==> src/rtl/layer_argmax.sv <==
// rtl/layer_argmax.sv - sequential argmax over the final neuron layer outputs
module layer_argmax #(
    parameter int LAYER_DATA_WIDTH = 16,
    parameter int NEURON_NUM       = 10,
    parameter int IDX_W            = ($clog2(NEURON_NUM) > 1) ? $clog2(NEURON_NUM) : 1
) (
    input  logic                               clk,
    input  logic                               rst_n,
    input  logic                               in_valid,
    output logic                               in_ready,
    input  logic signed [LAYER_DATA_WIDTH+7:0] data_in [0:NEURON_NUM-1],
    output logic                               out_valid,
    input  logic                               out_ready,
    output logic [IDX_W-1:0]                   class_idx,
    output logic signed [LAYER_DATA_WIDTH+7:0] class_score,
    output logic                               busy
);

    localparam int DW = LAYER_DATA_WIDTH + 8;

    localparam logic [1:0] S_IDLE = 2'd0;
    localparam logic [1:0] S_SCAN = 2'd1;
    localparam logic [1:0] S_DONE = 2'd2;

    // First index compared in SCAN; a single-neuron layer never scans.
    localparam logic [IDX_W-1:0] FIRST_IDX = (NEURON_NUM > 1) ? IDX_W'(1) : '0;
    localparam logic [IDX_W-1:0] LAST_IDX  = IDX_W'(NEURON_NUM - 1);

    logic [1:0]             state;
    logic [1:0]             state_nxt;
    logic [IDX_W-1:0]       idx;
    logic [IDX_W-1:0]       best_idx;
    logic signed [DW-1:0]   best_val;
    logic signed [DW-1:0]   snap [0:NEURON_NUM-1];
    logic                   accept;

    assign accept      = (state == S_IDLE) && in_valid && in_ready;
    assign out_valid   = (state == S_DONE);
    assign busy        = (state != S_IDLE);
    assign class_idx   = best_idx;
    assign class_score = best_val;

    // Next-state selection for the IDLE -> SCAN -> DONE -> IDLE sequence.
    always_comb begin
        state_nxt = state;
        case (state)
            S_IDLE: begin
                if (accept) begin
                    state_nxt = (NEURON_NUM == 1) ? S_DONE : S_SCAN;
                end
            end
            S_SCAN: begin
                if (idx == LAST_IDX) begin
                    state_nxt = S_DONE;
                end
            end
            S_DONE: begin
                if (out_ready) begin
                    state_nxt = S_IDLE;
                end
            end
            default: state_nxt = S_IDLE;
        endcase
    end

    // State, registered in_ready and the snapshot/scan datapath.
    always_ff @(posedge clk or negedge rst_n) begin
        if (!rst_n) begin
            state    <= S_IDLE;
            in_ready <= 1'b0;
            idx      <= '0;
            best_idx <= '0;
            best_val <= '0;
            for (int i = 0; i < NEURON_NUM; i++) begin
                snap[i] <= '0;
            end
        end else begin
            state    <= state_nxt;
            // Depends only on the state being entered, so there is no
            // combinational path from in_valid or out_ready to in_ready.
            in_ready <= (state_nxt == S_IDLE);
            if (accept) begin
                snap     <= data_in;
                best_val <= data_in[0];
                best_idx <= '0;
                idx      <= FIRST_IDX;
            end else if (state == S_SCAN) begin
                // Strictly greater: on a tie the earlier index is kept.
                if (snap[idx] > best_val) begin
                    best_val <= snap[idx];
                    best_idx <= idx;
                end
                if (idx != LAST_IDX) begin
                    idx <= idx + 1'b1;
                end
            end
        end
    end

endmodule

==> config.mk <==
export PLATFORM = sky130hd
export DESIGN_NAME = layer_argmax
export DESIGN_NICKNAME = d
export VERILOG_FILES = /design/src/rtl/layer_argmax.sv
export SDC_FILE = /design/constraint.sdc
export NUM_CORES = 1
export LEC_CHECK = 0
export CAP_MARGIN = 20
export CORE_MARGIN = 4
export CORE_UTILIZATION = 38
export DETAILED_ROUTE_END_ITERATION = 6
export PLACE_DENSITY = 0.69
export SLEW_MARGIN = 0
export SYNTH_ARGS = -nofsm -noshare
export SYNTH_HDL_FRONTEND = slang
export SYNTH_SLANG_ARGS = --single-unit
==> constraint.sdc <==
create_clock -name clk -period 3.2 [get_ports clk]
set_clock_uncertainty 0.05 [all_clocks]
set_input_delay 0.32 -clock clk [delete_from_list [all_inputs] [get_ports clk]]
set_output_delay 0.32 -clock clk [all_outputs]
set_load 0.02 [all_outputs]
Yosys cells after proc, flatten, opt, wreduce, memory -nomap -nowiden
Index checks and enable logic that the tools add are counted.

Reductions and logical operators: 10. Magnitude comparators: 2. Multiplexer cells: 16. Bitwise gates (word level): 1. Eq/ne operators: 4. Add/subtract/negate cells: 1.

Operators with widths (count): 2-to-1 mux 24 bit (5); binary-select mux 24 bit (select 4 bit) (1); > comparator 24 bit (1); 2-to-1 mux 4 bit (6); nonzero test 2 bit (4); 2-to-1 mux 2 bit (3); case mux 2 bit (3 select lines) (1); greater-or-equal comparator 5 bit, second input constant (1); NOT 4 -> 5 bit (1); adder 4 x 1 -> 4 bit, second input constant (1); == test 4 bit, second input constant (1); zero test 2 bit (2); != test 4 bit, second input constant (1); AND reduction 2 bit (2); == test 2 x 1 -> 1 bit, second input constant (1); == test 2 bit, second input constant (1); logical AND 1 bit (2).

Output and inout bits: 31. Bits in registers: 275. Bits of input ports: 244.

Depth between registers and ports, before layout
Depth in word-level cells: 8. Depth in mapped cells: 16.

Worst setup path after synthesis
No wires, ideal clock.

Path kind: register to register. Start point: register idx[0]. End point: register best_val[10] (netlist: class_score[10]). Data required time: 3.022 ns. Stages on the path, launching flop included: 16. Arrival: 3.073 ns. Setup slack: -0.050 ns. Period minus slack after synthesis: 3.250 ns. Cells stage by stage: dfrtp_1 > buf_4 > buf_2 > buf_2 > mux2_2 > nand2_1 > o31ai_1 > ha_1 > a21oi_1 > o21a_1 > o221ai_2 > a211oi_4 > nand4b_2 > buf_2 > nand4_1 > o211ai_2.

Word-level cells in the longest chain between the ends: 7. Elaborated cells on any way between the ends: 10. Those cells by class: 1 x order compare; 6 x mux; 1 x bitwise; 2 x reduce/logical.

RTL lines: from (decl) (RTL line 31) `logic [IDX_W-1:0] idx;`; from (signal assigned) (RTL line 94) `idx <= idx + 1'b1;`; NOT 4 -> 5 bit (not written as such) * (RTL line 89, 90); binary-select mux 24 bit (select 4 bit) * (RTL line 89, 90); 2-to-1 mux 24 bit (not written as such) * (2 in a row) (RTL line 89, 90); > comparator 24 bit / 2-to-1 mux 24 bit (equally long branches) (RTL line 89) `if (snap[idx] > best_val) begin`; nonzero test 2 bit (no line) / 2-to-1 mux 24 bit (equally long branches); AND reduction 2 bit (no line) / 2-to-1 mux 24 bit (equally long branches); to (signal assigned) (RTL line 84) `best_val <= data_in[0];`; to (signal assigned) (RTL line 90) `best_val <= snap[idx];`; to (decl) (RTL line 33) `logic signed [DW-1:0] best_val;`.

Every way passes the cells marked *; elsewhere a longest branch is shown, timed or not. The select of a mux whose other input is x is not followed. A chain may end at the register's enable or synchronous reset.

Worst setup path after layout
Start point: register idx[0]. End point: register best_val[0] (netlist: class_score[0]).

The elaborated chain is that of the path after synthesis.

==> summary.txt <==
Outcome
  • Status: finished with violations
  • Failing checks: setup timing

STA
  • Post-route setup TNS: -10,170 ps
  • Crit share post-route: 113%
  • Final period demand of the worst path: 3600 ps
  • Slew @ Worst Pin: 842 ps
  • RSZ-0062 raised after global routing: yes
  • Max_slew headroom: 43.9%
  • Fmax: about 0.28 GHz
  • Count of final setup violators: 28
  • Hold Slack: 231 ps
  • Final slew viol count: 0
  • Hold Vio Cnt, Final: 0
  • Final worst slack: -404 ps

Power
  • Combinational share of power: 55.1%
  • Power per cell area: 1150 mW/mm^2
  • Internal: 0.0129 W
  • Clk network pwr share: 16.4%
  • Pleak: 9.14 nW
  • Sw power: around 0.009 W
  • Sw Ratio: approximately 40%
  • VDD IR max: ~680 uV
  • Reg power frac: 28.5%

Global route
  • Antenna violations before repair: 0
  • Largest net degree at the start of global routing: 103
  • First-pass GRT wire length: 67,800 um
  • GRT Overall Usage: 22.4%
  • Remaining Overflow, GRT: 0
  • Via count of the first global-routing pass: 12,000

Min path
  • Hold Crit Class: input port to register

Die
  • Die Span Y: 195 um
  • Core Area: 0.0345 mm^2
  • Effective utilization at floorplan: about two fifths
  • Die Width: 195 um
  • Die ar.: 0.0381 mm^2
  • Io pins: 275
  • Rows: 68

Worst setup path
  • Critical Path End Type: register
  • CP required: 3580 ps
  • Crit Path Max Fanout: 11
  • Data arrival, critical path: 3980 ps
  • R2R setup slack: -400 ps
  • Crit start category: register
  • Kind of critical path: register to register

Placed design
  • IO Port Bufs: 274
  • Final HPWL DP: 31,900 um
  • Placement Cell Area: approximately 0.017 mm^2
  • DP Worst Slack: -433 ps
  • Inst Count DP: ~2,200
  • Final Wtd Congestion: 0.965

Drt
  • Post-route ant nets: 0
  • Wire per inst: 19.6 um
  • DRC: 0
  • DR pass1 iterations: 5
  • Via count: 11,700
  • Vias per cell: 5.14
  • Final wirelength: 44,500 um
  • Violation count after the first detailed-routing iteration: 763

CTS
  • Total CTS buffers: 30
  • Clock Sink Count: 275
  • CTS root buffer: clkbuf_16
  • Latest clock arrival within the worst-skew pair: between 500 and 600 ps
  • CTS tree: yes
  • H-tree levels: 1
  • Clk pin slew, worst setup/hold paths: 70 ps
  • Clk buf depth: 3

Logic synthesis
  • Top-area cell type share of the netlist area: around half
  • Syn Nets: 1,751
  • Synth cell count leaders: nand2_1 (775), dfrtp_1 (275), mux2_2 (72)
  • Total number of yosys warnings: 0
  • #FFs+latches synth: 275
  • Seq/Total Area, Yosys: 51.7%
  • EDFF count, synth: 0
  • Synth Flop Type: dfrtp_1
  • Yosys cell types: 40
  • Mapped cell area: 0.0133 mm^2
  • Synth area leader: dfrtp_1
  • Cell with the most instances after synthesis: nand2_1
  • Mean Syn Cell Area: 8.98 um^2
  • Mapped Cells: 1,481
  • Post-synth ARST share: 100%
  • Synth top area cells: dfrtp_1 (52%), nand2_1 (22%), mux2_2 (6.1%), mux4_2 (4.1%), ha_1 (2.4%)

Layout
  • Design area: ~0.019 mm^2
  • Fin cells: 2,272
  • Layout filler cell count: 3,064
  • Synth-to-Final Area Change: 41.8%
  • Fraction of layout cells with a size suffix above 1: 18.8%
  • Final #Nets: a little over 2,000
  • # diodes: 0

Job
  • Max-Cap Viols: 0
## power groups by stage
stage               Clock, W  Combinational, W  Sequential [W]
floorplan                  0           0.00644         0.00594
global placement           0           0.00987         0.00616
detailed placement         0            0.0101         0.00617
CTS                  0.00360            0.0111         0.00612
global route         0.00377            0.0129         0.00632
finish               0.00355            0.0119         0.00617
## layer usage
| metal | global-route usage (%) | up-vias | share of wire [%] |
|---|---|---|---|
| met5 | 0 | - | 0 |
| met4 | 9.13 | 0 | 4.6 |
| met3 | 4.45 | 93 | 6.5 |
| met2 | 35.4 | 397 | 47 |
| met1 | 30.4 | 5721 | 42 |
| li1 | - | 5463 | - |
## cells in the final DEF (no fill, tap or decap), drive strengths merged, types with 2 or more instances in the layout
cell type and instances:
a21o 2, a21oi 19, buf 95, bufinv 3, clkbuf 42, clkdlybuf4s50 273
clkinv 8, clkinvlp 4, dfrtp 275, ha 26, inv 27, mux2 72
mux4 24, nand2 775, nand2b 2, nand3 8, nand4 31, nor2 33
nor2b 3, o211ai 24, o21ai 6, o22ai 24, o31ai 24, xor2 3
## cell families (layout without fill, tap and decap cells)
| group | after synthesis | count (layout) | synth area share [%] |
|---|---|---|---|
| AO/OA/AOI/OAI | 104 | 104 | 6.15 |
| XOR/XNOR | 3 | 3 | 0.198 |
| adder cells (fa/ha/maj) | 26 | 26 | 2.45 |
| buffers and inverters | 118 | 454 | 3.84 |
| flip-flops | 275 | 275 | 51.7 |
| multiplexers | 96 | 96 | 10.2 |
| AND/OR/NAND/NOR | 859 | 859 | 25.5 |
## state kept, by name, summed over array words and instances (netlist names)
name         count
idx              4
class_score     24
snap           240
class_idx        4
in_ready         1
state            2
## metrics by stage
stage / power (W) / utilization [%]
after floorplan: 0.0124 / -
after global placement: 0.0160 / 49.3
after detailed placement: 0.0163 / 49.3
after CTS: 0.0209 / 53.5
after global routing: 0.0230 / 54.6
final: 0.0217 / 54.6
## layout make-up
class	count	area, um^2	share of cell area, %
Tap cell	455	569	3.02
Clock buffer	39	825	4.37
Multi-Input combinational cell	1088	6390	33.9
Timing Repair Buffer	373	3920	20.8
Sequential cell	275	6890	36.5
Clock inverter	17	189	1.00
Inverter	25	93.8	0.497
## path summary, 6_finish.rpt
path,cells after the start,to,startpoint
setup / recovery,15,class_score[0],idx[0]
hold / removal,3,snap[66],data_in[66]
setup reg to reg,15,class_score[0],idx[0]
hold reg to reg,2,snap[169],snap[169]
max in group asynchronous,3,snap[30],rst_n
min in group asynchronous,2,snap[104],rst_n
## repair_timing
action / 4_1_cts / 5_1_grt
pin swaps: 16 / 42
endpoints found under the hold margin: 96 / 0
buffers inserted: 13 / 6
setup endpoints to repair: 28 / 28
resized for setup: 47 / 54
hold buffers: 1 / 0
gates cloned: 4 / 2
## worst max-delay path, cell delays in order, from the launching register on
cell	delay, ps
dfrtp_4	510
buf_12	150
buf_12	130
buf_16	140
mux2_4	310
o22ai_4	270
o31ai_4	100
ha_1	320
nand4_1	170
nor4_4	390
o31ai_4	160
buf_6	150
a21o_4	230
buf_8	150
nand4_1	140
o311ai_4	100
Power figures use the tool's default switching activity.
